--- config.mk ---
export PLATFORM = sky130hd
export DESIGN_NAME = led_blink_driver
export DESIGN_NICKNAME = d
export VERILOG_FILES = /design/src/rtl/led_blink_pkg.sv /design/src/rtl/tick_prescaler.sv /design/src/rtl/led_blink_driver.sv
export SDC_FILE = /design/constraint.sdc
export NUM_CORES = 1
export LEC_CHECK = 0
export ABC_CLOCK_PERIOD_IN_PS = 3500
export CAP_MARGIN = 30
export CORE_MARGIN = 10
export CORE_UTILIZATION = 58
export DETAILED_ROUTE_END_ITERATION = 6
export GPL_TIMING_DRIVEN = 0
export PLACE_DENSITY = 0.74
export SLEW_MARGIN = 20
export SYNTH_ARGS = -nofsm -noshare
export SYNTH_HDL_FRONTEND = slang
export SYNTH_SLANG_ARGS = --single-unit
--- constraint.sdc ---
create_clock -name clk -period 3.5 [get_ports clk]
set_clock_uncertainty 0.1 [all_clocks]
set_input_delay 0.7 -clock clk [delete_from_list [all_inputs] [get_ports clk]]
set_output_delay 0.7 -clock clk [all_outputs]
set_load 0.005 [all_outputs]
--- src/rtl/led_blink_pkg.sv ---
// Shared types and helpers for the LED blink driver.
package led_blink_pkg;

    typedef enum logic [1:0] {
        LB_IDLE = 2'd0,
        LB_ON   = 2'd1,
        LB_OFF  = 2'd2
    } led_state_t;

    function automatic int max2(input int a, input int b);
        return (a > b) ? a : b;
    endfunction

endpackage

--- src/rtl/tick_prescaler.sv ---
// Free-running clk divider producing a one-cycle tick every DIV cycles.
module tick_prescaler #(
    parameter int DIV = 250000
) (
    input  logic clk,
    input  logic rst_n,
    input  logic restart,
    output logic tick
);

    localparam int CW = (DIV > 1) ? $clog2(DIV) : 1;

    logic [CW-1:0] count;

    // restart realigns the phase so a new LED phase always gets full-length ticks
    always_ff @(posedge clk) begin
        if (!rst_n || restart) begin
            count <= '0;
        end else if (count == CW'(DIV - 1)) begin
            count <= '0;
        end else begin
            count <= count + 1'b1;
        end
    end

    assign tick = (count == CW'(DIV - 1));

endmodule

--- src/rtl/led_blink_driver.sv ---
// Converts single-cycle event pulses into queued, fixed-length LED blinks.
module led_blink_driver
    import led_blink_pkg::*;
#(
    parameter int CLK_DIV   = 250000,
    parameter int ON_TICKS  = 40,
    parameter int OFF_TICKS = 40,
    parameter int PEND_W    = 4
) (
    input  logic              clk,
    input  logic              rst_n,
    input  logic              pulse_in,
    output logic              led_out,
    output logic              busy,
    output logic [PEND_W-1:0] pending,
    output logic              overflow
);

    localparam int TCW = $clog2(max2(ON_TICKS, OFF_TICKS) + 1);

    led_state_t     state;
    logic [TCW-1:0] tick_cnt;
    logic           tick;
    logic           last_on;
    logic           last_off;
    logic           consume;
    logic           full;
    logic           inc;
    logic           dec;
    logic           restart;

    assign last_on  = (state == LB_ON)  && tick && (tick_cnt == TCW'(ON_TICKS - 1));
    assign last_off = (state == LB_OFF) && tick && (tick_cnt == TCW'(OFF_TICKS - 1));
    assign consume  = ((state == LB_IDLE) || last_off) && ((pending != '0) || pulse_in);
    assign full     = &pending;
    // A pulse arriving with an empty queue at consume is used directly: no inc, no dec
    assign inc      = pulse_in & ~(full & ~consume) & ~(consume & (pending == '0));
    assign dec      = consume & (pending != '0);
    assign restart  = (state == LB_IDLE) | consume | last_on;

    tick_prescaler #(
        .DIV(CLK_DIV)
    ) u_prescaler (
        .clk    (clk),
        .rst_n  (rst_n),
        .restart(restart),
        .tick   (tick)
    );

    always_ff @(posedge clk) begin
        if (!rst_n) begin
            state    <= LB_IDLE;
            led_out  <= 1'b0;
            tick_cnt <= '0;
            pending  <= '0;
            overflow <= 1'b0;
        end else begin
            overflow <= pulse_in & full & ~consume;

            case ({inc, dec})
                2'b10:   pending <= pending + 1'b1;
                2'b01:   pending <= pending - 1'b1;
                default: pending <= pending;
            endcase

            unique case (state)
                LB_IDLE: begin
                    if (consume) begin
                        state    <= LB_ON;
                        led_out  <= 1'b1;
                        tick_cnt <= '0;
                    end
                end
                LB_ON: begin
                    if (last_on) begin
                        state    <= LB_OFF;
                        led_out  <= 1'b0;
                        tick_cnt <= '0;
                    end else if (tick) begin
                        tick_cnt <= tick_cnt + 1'b1;
                    end
                end
                LB_OFF: begin
                    if (last_off) begin
                        tick_cnt <= '0;
                        if (consume) begin
                            state   <= LB_ON;
                            led_out <= 1'b1;
                        end else begin
                            state   <= LB_IDLE;
                        end
                    end else if (tick) begin
                        tick_cnt <= tick_cnt + 1'b1;
                    end
                end
                default: begin
                    state    <= LB_IDLE;
                    led_out  <= 1'b0;
                    tick_cnt <= '0;
                end
            endcase
        end
    end

    assign busy = (state != LB_IDLE);

endmodule

# [Word level (Yosys, flattened, before mapping)]
# Index checks and enable logic that the tools add are counted.
[word_totals] register_bits=32 in_bits=3 word_cells=64
[classes] addsub=4 eq_ne=9 n_mux=15 bitwise=12 reduce_logical=18
[ops] op="two-way mux 6 bit" n=4
[ops] op="adder 18 x 1 -> 18 bit (second input constant)" n=1
[ops] op="equality test 18 bit (second input constant)" n=1
[ops] op="case mux 6 bit (3 select lines)" n=1
[ops] op="case mux 4 bit (2 select lines)" n=1
[ops] op="AND 1 bit" n=7
[ops] op="adder 6 x 1 -> 6 bit (second input constant)" n=1
[ops] op="equality test 6 bit (second input constant)" n=1
[ops] op="two-way mux 2 bit" n=3
[ops] op="inequality test 2 bit (second input constant)" n=3
[ops] op="case mux 2 bit (3 select lines)" n=1
[ops] op="logical AND 1 bit" n=5
[ops] op="adder 4 x 1 -> 4 bit (second input constant)" n=1
[ops] op="equality test 2 x 1 -> 1 bit (second input constant)" n=2
[ops] op="equality test 2 bit (second input constant)" n=2
[ops] op="zero test 4 bit" n=1
[ops] op="two-way mux 1 bit" n=4
[ops] op="AND reduction 4 bit" n=1
[ops] op="nonzero test 2 bit" n=2
[ops] op="nonzero test 4 bit" n=1
[ops] op="subtractor 4 x 1 -> 4 bit (second input constant)" n=1
[ops] op="logical OR 1 bit" n=3
[ops] op="NOT 1 bit" n=3
[ops] op="case mux 1 bit (3 select lines)" n=1
[ops] op="other kinds (6)" n=7

# [Depth between registers and ports, before layout]
# Gate-level depths: netlist (run 1).
[depth] word_depth=12 ltp_mapped=13 depth_no_buf=13

# [Hierarchy]
# Synthesis (run 1) repeated with hierarchy kept, for this count alone.
[unflattened] hier_cells=191 area_unflattened_um2=1690.4
[modules_own_cells] module="led_blink_driver" n_inst=1 cells_per_inst=99 area_per_inst_um2=883.3
[modules_own_cells] module="tick_prescaler" n_inst=1 cells_per_inst=92 area_per_inst_um2=807.0

# [Least setup slack after synthesis (run 1)]
# No wires, ideal clock.
[synth_timing] path_type="reg-to-reg" start="reg u_prescaler.count[0]" end="reg pending[3]" setup_ps=76 t_arrival_ps=2598 required_ps=3324 path_slack_ps=727 stages_incl_launch_ff=13 path_buffers=0 cell_sequence="dfxtp_1 -> ha_1 -> and3_1 -> and3_1 -> a41o_1 -> nand2_1 -> o211ai_1 -> ha_1 -> nor4bb_1 -> a21oi_1 -> o32a_1 -> or3_1 -> a21boi_0"
[synth_via] elab_chain_cells=12 word_cells_on_any_way=17
[synth_rtl] element="start, declared" line_no="tick_prescaler.sv:13" rtl="logic [CW-1:0] count;"
[synth_rtl] element="start signal, assigned" line_no="tick_prescaler.sv:22" rtl="count <= count + 1'b1;"
[synth_rtl] element="equality test 18 bit (*)" line_no="tick_prescaler.sv:26" rtl="assign tick = (count == CW'(DIV - 1));"
[synth_rtl] element="logical AND 1 bit (*) (2 in series)" line_no="led_blink_driver.sv:33" rtl="assign last_off = (state == LB_OFF) && tick && (tick_cnt == TCW'(OFF_TICKS - 1));"
[synth_rtl] element="logical OR 1 bit (*)" line_no="led_blink_driver.sv:34" rtl="assign consume = ((state == LB_IDLE) || last_off) && ((pending != '0) || pulse_in);"
[synth_rtl] element="logical AND 1 bit (*)" line_no="led_blink_driver.sv:34"
[synth_rtl] element="NOT 1 bit" line_no="led_blink_driver.sv:37" rtl="assign inc = pulse_in & ~(full & ~consume) & ~(consume & (pending == '0));"
[synth_rtl] element="AND 1 bit" line_no="led_blink_driver.sv:37"
[synth_rtl] element="NOT 1 bit" line_no="led_blink_driver.sv:37"
[synth_rtl] element="AND 1 bit (2 in series)" line_no="led_blink_driver.sv:37"
[synth_rtl] element="equality test 2 x 1 -> 1 bit or equality test 2 bit (tied branches)" line_no="led_blink_driver.sv:60" rtl="case ({inc, dec})"
[synth_rtl] element="case mux 4 bit (2 select lines) or nonzero test 2 bit (tied branches)"
[synth_rtl] element="end signal, assigned" line_no="led_blink_driver.sv:61" rtl="2'b10: pending <= pending + 1'b1;"
[synth_rtl] element="end signal, assigned" line_no="led_blink_driver.sv:62" rtl="2'b01: pending <= pending - 1'b1;"
[synth_rtl] element="end signal, assigned" line_no="led_blink_driver.sv:63" rtl="default: pending <= pending;"
[synth_rtl] element="end, declared" line_no="led_blink_driver.sv:15" rtl="output logic [PEND_W-1:0] pending,"
# Every way passes the cells marked *; elsewhere a longest branch is shown, timed or not.
# A chain may end at the register's enable or synchronous reset.

# [Final worst setup path (run 1)]
# Ends and elaborated chain as after synthesis.

==> results, run 1 <==
- The buffers plus inverters on the worst setup path is 0.
- The fraction of layout instances using a drive strength above 1 is 13.86%.
- The final critical delay including setup and external delays is 3236 ps.
- The kind of critical path is reg -> reg.
- The post-place setup slack is 335.7 ps.
- Entering global routing, the biggest net connects 11 pins.
- After detailed routing, the number of vias per cell comes to 5.519.
- TritonCTS built the clock tree.
- The number of buffer cells added on primary ports is 9.
- Among all flip-flop cells after synthesis, the most frequent one is sky130_fd_sc_hd__dfxtp_1.
- The largest area contributor in the netlist is sky130_fd_sc_hd__dfxtp_1.
- Clock-pin slew was measured on the worst setup and hold paths at 100 ps.
- The weighted congestion reported at the end of routability-driven placement is 0.8440.
- The number of pins with negative max-slew slack in the final report is 0.
- The headroom to the max-slew limit is 65.63%.
- The kind of start point of the critical path is a register.
- The via count is 1286.
- The area share of the largest cell type after synthesis is 36.60%.
- The die covers 5615 µm².
- The aggregate routed wire length is 3.088 mm.
- The starting utilization of the core area is 61.88%.
- The number of nets in the synthesized netlist is 197.
- Relative to the synthesized area, the layout overhead comes to 10.72%.
- The total routing usage reported by global routing is 12.41%.
- Broken down by cell family, the worst path's largest delay share belongs to simple AND/OR/NAND/NOR gates.
- The synthesized area per cell is 9.462 µm².
- The count of synthesis-stage warnings from yosys is 0.
- The number of antenna violations at the first check in global routing is 0.
- In this run the cell area of the synthesized design comes to 1750 µm².
- The slowest stage of the critical path belongs to the cell sky130_fd_sc_hd__nor4bb_1.
- IR analysis of the VDD net gives a maximum drop of 0.2926 mV.
- For this design, the CTS-stage hold fixing added 0 buffers.
- The number of buffers added for setup after CTS is 0.
- The core region is 2829 µm².
- The number of antenna diodes is 0.
- The least setup slack across all paths after layout is 263.7 ps.
- The via count of the first global-routing pass was 1250.
- The worst stage delay on the critical path is 390 ps.
- The number of clock buffers inserted by TritonCTS is 5.
- The setup TNS after final layout is 0 ps.
- By instance count, the leading cell after synthesis is sky130_fd_sc_hd__dfxtp_1.
- After global routing the overflow that remains totals 0.
- In the final design database the tool counted 213 nets.
- The data arrival time of the critical path is 3390 ps.
- Synthesis handed over a netlist of 185 instances.
- Summing the sequential cell areas from Yosys gives 36.60% of the chip area.
- In this run the number of H-tree levels came out at 2.
- The number of synthesized register bits is 32.
- The leakage power summed over all cells is 0.6589 nW.
- Yosys mapped a number of flops with a built-in enable equal to 0.
- The initial DRC count is 95.
- The required time of the critical path is 3660 ps.
- The final count of negative-setup-slack endpoints is 0.
- The maximum buffer depth of the clock tree is 2.
- For the pin with the worst max-slew slack, the measured transition is 515.0 ps.
- Once the clock tree was built, the resizer swapped 0 gates to a different size.
- In this run the horizontal extent of the chip is 74.94 µm.
- The site row count is 19.
- In this run, distinct cell masters in the synthesized netlist total 46.
- The run finished with clean final reports.
- The number of I/O pins is 10.
- The wire-length estimate of the detail-placed layout is 2.334 mm.
- The number of hold-slack violations in the final timing report came to 0.
- The tool flagged a number of max-cap violations equal to 0.
- The final routed DRC violation total is 0.
- The largest fanout of any net on the critical path is 5.
- Sorting the synthesized cells by area gives the leading types as sky130_fd_sc_hd__dfxtp_1 37%, sky130_fd_sc_hd__nor2_1 6.6%, sky130_fd_sc_hd__ha_1 6.4%.
- For this run, the detailed router's first-pass iteration total came to 6.
- Timing would allow up to 309.0 MHz.
- The global-route wire length before repair is 5.485 mm.
- The die is 74.94 µm tall.
- The tree is rooted in a sky130_fd_sc_hd__clkbuf_4.
- Walking the worst path, the cells encountered are ha_1 > and3_1 > and3_1 > a41o_1 > nand2_1 > o211ai_1 > ha_1 > nor4bb_1 > a21oi_1 > o32a_1 > or3_1 > a21boi_0.
- The remaining antenna violation count after routing is 0.
- At the later pin of the worst-skew pair, clock insertion delay measures 330 ps.
- The CTS sink count is 32.
- The cell area power density is 572.2 nW/µm².
- The detail-routed net length per standard cell is 13.25 µm.
- The type of element capturing the critical path is a register.
- Ranked by instance count, the synthesized netlist is headed by 32 x sky130_fd_sc_hd__dfxtp_1, 31 x sky130_fd_sc_hd__nor2_1, 12 x sky130_fd_sc_hd__xnor2_1, 12 x sky130_fd_sc_hd__xor2_1.
- The final cycle utilization of the critical path is 92.46%.
- Setup repair after global routing left no endpoint under its margin.
- The tightest min-delay check is of the reg -> reg type.
- The async set or reset register ratio after synthesis is 0%.
[metal layers]
layer | track usage, % | vias up | part of all wire [%]
met5 | 0 | - | 0
met4 | 5.672 | 0 | 1.5
met3 | 4.731 | 6 | 5.8
met2 | 19.81 | 20 | 46
met1 | 14.41 | 588 | 47
li1 | - | 672 | -
[worst register-to-register path, delay by kind of cell (launching register included)]
| family | cells | cell delay, ps |
|---|---|---|
| AND/OR/NAND/NOR | 5 | 1300 |
| flip-flops | 1 | 370 |
| adder cells (fa/ha/maj) | 2 | 520 |
| AO/OA/AOI/OAI | 5 | 870 |
[cells in the final DEF, fill, tap and decap left out, types with 2 or more instances in the layout]
| cell | n |
|---|---|
| sky130_fd_sc_hd__a21oi_1 | 4 |
| sky130_fd_sc_hd__xnor2_1 | 12 |
| sky130_fd_sc_hd__buf_4 | 2 |
| sky130_fd_sc_hd__or3_1 | 3 |
| sky130_fd_sc_hd__clkdlybuf4s50_1 | 9 |
| sky130_fd_sc_hd__nand4_1 | 5 |
| sky130_fd_sc_hd__nor4_2 | 2 |
| sky130_fd_sc_hd__clkbuf_4 | 5 |
| sky130_fd_sc_hd__dfxtp_1 | 32 |
| sky130_fd_sc_hd__nand3_1 | 11 |
| sky130_fd_sc_hd__nor4b_2 | 2 |
| sky130_fd_sc_hd__o21ai_0 | 3 |
| sky130_fd_sc_hd__nor4b_4 | 2 |
| sky130_fd_sc_hd__ha_1 | 9 |
| sky130_fd_sc_hd__nor2_1 | 31 |
| sky130_fd_sc_hd__xor2_1 | 12 |
| sky130_fd_sc_hd__inv_1 | 7 |
| sky130_fd_sc_hd__nor3_1 | 2 |
| sky130_fd_sc_hd__nor3_2 | 3 |
| sky130_fd_sc_hd__clkbuf_1 | 3 |
| sky130_fd_sc_hd__and3_1 | 3 |
| sky130_fd_sc_hd__mux2i_1 | 2 |
| sky130_fd_sc_hd__a21boi_0 | 2 |
| sky130_fd_sc_hd__nand2_1 | 11 |
[where the power goes]
part / leakage, nW / total, mW / switching [mW] / internal, mW
clock: 0.0326 / 0.220 / 0.121 / 0.0991
combinational: 0.367 / 0.455 / 0.233 / 0.221
sequential: 0.259 / 0.434 / 0.0391 / 0.395
[area by class of cell]
type,count,area (µm²)
Buffer,4,30.03
Clock buffer,8,58.81
Fill cell,224,890.9
Inverter,8,30.03
Multi-Input combinational cell,141,1050
Sequential cell,32,640.6
Tap cell,31,38.79
Timing Repair Buffer,9,90.09
[path summary, 6_finish.rpt]
path                        start              endpoint  slack (ps)  cells past startpoint
min reg2reg  u_prescaler.count[0]  u_prescaler.count[0]         360                      1
min          u_prescaler.count[0]  u_prescaler.count[0]         360                      1
max reg2reg  u_prescaler.count[0]            pending[3]         260                     12
max          u_prescaler.count[0]            pending[3]         260                     12
[metrics by stage]
stage	instances	area (µm²)	power, mW	hold WS (ps)	util (%)
4_1_cts	233	1938	1.119	368.7	68.51
2_1_floorplan	185	1750	0.7700	329.6	-
5_1_grt	233	1938	1.191	391.9	68.51
3_5_place_dp	225	1879	0.8963	348.8	66.43
3_3_place_gp	225	1879	0.8743	340.9	66.43
6_report	233	1938	1.109	364.0	68.51
[sequential cells by signal, indices dropped and copies added, names as in the netlist]
signal and cells:
u_prescaler.count 18, state 2, overflow 1, pending 4, tick_cnt 6, led_out 1
[kinds of logic after synthesis]
group / count (synthesis) / share of synthesized area [%]
xor gates and xnor gates: 24 / 12.01
DFF: 32 / 36.60
buffers and inverters: 12 / 3.431
muxes: 2 / 1.144
adders and majority gates: 9 / 6.433
AOI/OAI and AO/OA: 18 / 8.292
and+or+nand+nor: 88 / 32.10
No activity file was read; power rests on OpenSTA's default activity.
==> run 2: changes to the inputs <==
--- a/config.mk
+++ b/config.mk
@@ -7,7 +7,7 @@
 export LEC_CHECK = 0
 export ABC_CLOCK_PERIOD_IN_PS = 3500
 export CAP_MARGIN = 30
-export CORE_MARGIN = 10
+export CORE_MARGIN = 4
 export CORE_UTILIZATION = 58
 export DETAILED_ROUTE_END_ITERATION = 6
 export GPL_TIMING_DRIVEN = 0
==> run 2 against run 1 <==
Effect of this change: flip-flop and latch count is the same; critical path depth is the same; total power up 0.95%.
==> results, run 2 (synthesized netlist as in run 1, its figures left out) <==
- The run finished with clean final reports.
- The headroom to the max-slew limit came to 65.37% (-0.26 points).
- The latest clock arrival within the worst-skew pair is 340 ps (about the same).
- The final count of negative-setup-slack endpoints is 0 (unchanged).
- The clock transition time at the flip-flop clock pins of the worst setup and hold paths is 100 ps (about the same).
- The combinational share of power is 40.6% (-0.4 points).
- The depth of the CTS H-tree is 2 (unchanged).
- The number of flip-flops under the largest register name is 18 (unchanged).
- The total of hold buffers inserted after clock tree synthesis came to 0 (unchanged).
- The final cell utilization of the core came to 68.77% (+0.27 points).
- The remaining antenna violation count after routing came to 0 (unchanged).
- The required time of the critical path is 3670 ps (about the same).
- The number of cells traversed by the worst hold path is 1 (unchanged).
- The number of buffers added for setup after CTS was 0 (unchanged).
- The global-route wire length before repair came to 5.713 mm (+4.2%).
- The largest registers in the layout are u_prescaler.count: 18 flops, tick_cnt: 6 flops, pending: 4 flops.
- The power dissipated by switching net loads is 0.4056 mW (+3.0%).
- The via count of the first global-routing pass is 1305 (+4.4%).
- The leakage power summed over all cells came to 0.6568 nW (-0.31%).
- The number of buffer cells added on primary ports is 9 (unchanged).
- The cell count of the worst reg-to-reg path is 12 (unchanged).
- The highest ir drop seen on vdd is 0.2921 mV (-0.19%).
- The area of the die is 3961 µm² (-29%).
- The maximum buffer depth of the clock tree came to 2 (unchanged).
- The total congestion overflow after global routing came to 0 (unchanged).
- The starting utilization of the core area is 61.88% (unchanged).
- The data arrival time of the critical path came to 3320 ps (-70 ps).
- The detail-routed via count per cell is 5.742 (+4.0%).
- The total routing usage reported by global routing is 18.10% (+5.7 points).
- The number of I/O pins is 10 (unchanged).
- The critical path is of the reg -> reg type.
- The CTS sink count was 32 (unchanged).
- The fraction of layout instances using a drive strength above 1 is 14.85% (+0.99 points).
- The width of the die came to 62.94 µm (-16%).
- The area of the core came to 2829 µm² (unchanged).
- The register containing the most flip-flops in the final layout is u_prescaler.count.
- The worst setup path is captured at a register.
- The filler cell count in the final layout was 253 (+13%).
- Compared with the post-synthesis result, the final layout area differs by 11.15%.
- The final net count was 213 (unchanged).
- The initial DRC count is 107 (+13%).
- The count of TritonRoute iterations in the first routing pass is 4 (-2).
- The pin count of the biggest net entering global routing is 12 (+1).
- The site row count is 19 (unchanged).
- The cell area power density is 575.4 nW/µm² (+0.56%).
- The max capacitance violation total is 0 (unchanged).
- The detailed-route wire length on metal 1 was 1.371 mm (-4.7%).
- The number of clock buffers inserted by TritonCTS is 5 (unchanged).
- The slew at the pin closest to its max-slew limit came to 518.9 ps (+3.892 ps).
- TritonCTS built the clock tree.
- The wire length on met3 is 124 µm (-31%).
- The chip height is 62.94 µm (-16%).
- The largest fanout of any net on the critical path is 5 (unchanged).
- The weighted congestion reported at the end of routability-driven placement came to 0.7773 (-7.9%).
- Setup repair after global routing left no endpoint under its margin.
- The most common cell after layout, fill and taps aside is sky130_fd_sc_hd__dfxtp_1.
- The kind of start point of the critical path is a register.
- The number of antenna diodes is 0 (unchanged).
- The final routed DRC violation total is 0 (unchanged).
- The number of antenna violations at the first check in global routing is 0 (unchanged).
- The total internal power is 0.7138 mW (-0.20%).
- The aggregate routed wire length is 3.195 mm (+3.5%).
- The final critical delay including setup and external delays is 3153 ps (-83.18 ps).
- The met2 wire length came to 1.655 mm (+16%).
- The highest layer touched by signal routing is met4.
- The number of hold-slack violations in the final timing report is 0 (unchanged).
- The sequential share of power is 38.8% (-0.3 points).
- The number of pins with negative max-slew slack in the final report is 0 (unchanged).
- The buffer cell driving the clock tree root is sky130_fd_sc_hd__clkbuf_4.
- The HPWL after detailed placement is 2.434 mm (+4.3%).
- The power share of the clock group is 20.6% (+0.7 points).
- The detail-routed net length per standard cell is 13.71 µm (+3.5%).
- The final cycle utilization of the critical path is 90.09% (-2.4 points).
- The top cell types in the final layout, fill and taps aside, are 32 x sky130_fd_sc_hd__dfxtp_1, 31 x sky130_fd_sc_hd__nor2_1, 12 x sky130_fd_sc_hd__xor2_1, 12 x sky130_fd_sc_hd__xnor2_1.
- The setup TNS after final layout is 0 ps (unchanged).
- The post-cts repair resize count came to 0 (unchanged).
- The net switching share of the total power is 36.23% (+0.73 points).
- The tightest hold margin is 378.3 ps (+14.34 ps).
- The worst hold path belongs to the class reg -> reg.
- The via count came to 1338 (+4.0%).
- The achievable clock frequency is 317.2 MHz (+2.6%).
run 2: changes by cell type in the layout (fill, tap and decap cells not counted), sizes merged:
cell	before	now
clkbuf	9	7
clkinvlp	0	2
run 2: metal layers:
layer | track usage (%) | vias to the layer above
li1 | - | 674
met1 | 21.28 | 639
met2 | 30.96 | 19
met3 | 5.576 | 6
met4 | 6.061 | 0
met5 | 0 | -
run 2: worst max-delay path, cell delays in order (launching register included):
cell and delay, ps:
sky130_fd_sc_hd__dfxtp_1 390, sky130_fd_sc_hd__ha_1 250, sky130_fd_sc_hd__and3_1 270, sky130_fd_sc_hd__and3_1 240, sky130_fd_sc_hd__a41o_1 280, sky130_fd_sc_hd__nand2_1 70, sky130_fd_sc_hd__o211ai_1 130, sky130_fd_sc_hd__ha_1 290
sky130_fd_sc_hd__nor4bb_1 310, sky130_fd_sc_hd__a21oi_1 80, sky130_fd_sc_hd__o32a_1 190, sky130_fd_sc_hd__or3_1 320, sky130_fd_sc_hd__a21boi_0 160
run 2: through the flow:
step	power, mW	setup WS (ps)	instances	area [µm²]
after floorplan	0.7700	726.9	185	1750
after global placement	0.8702	523.6	225	1879
after detailed placement	0.8990	387.0	225	1879
after CTS	1.132	340.6	233	1946
after global routing	1.210	72.99	233	1946
final	1.119	346.9	233	1946
run 2: path summary, 6_finish.rpt:
kind                              from                    to  slack (ps)
setup / recovery  u_prescaler.count[0]            pending[3]         350
hold / removal    u_prescaler.count[0]  u_prescaler.count[0]         380
setup reg to reg  u_prescaler.count[0]            pending[3]         350
hold reg to reg   u_prescaler.count[0]  u_prescaler.count[0]         380
run 2: layout make-up:
| cell class | count | area [µm²] | share of cell area (%) |
|---|---|---|---|
| clock buffer | 6 | 51.30 | 2.637 |
| tap | 31 | 38.79 | 1.994 |
| clock inverter | 2 | 15.01 | 0.7717 |
| sequential | 32 | 640.6 | 32.93 |
| timing repair buffer | 9 | 90.09 | 4.630 |
| inverter | 8 | 30.03 | 1.543 |
| multi-input combinational | 141 | 1050 | 53.96 |
| buffer | 4 | 30.03 | 1.543 |
run 2: power by group through the flow:
stage | sequential, mW | combinational (mW) | clock (mW)
final | 0.434 | 0.455 | 0.230
after detailed placement | 0.444 | 0.455 | 0
after floorplan | 0.438 | 0.332 | 0
after global placement | 0.441 | 0.430 | 0
after global routing | 0.444 | 0.505 | 0.261
after CTS | 0.435 | 0.460 | 0.238
==> run 3: changes to the inputs <==
--- a/config.mk
+++ b/config.mk
@@ -12,6 +12,7 @@
 export DETAILED_ROUTE_END_ITERATION = 6
 export GPL_TIMING_DRIVEN = 0
 export PLACE_DENSITY = 0.74
+export SKIP_LAST_GASP = 1
 export SLEW_MARGIN = 20
 export SYNTH_ARGS = -nofsm -noshare
 export SYNTH_HDL_FRONTEND = slang
==> results of run 3 <==
Same layout as run 2: the final DEF is identical, and so are final timing and power.
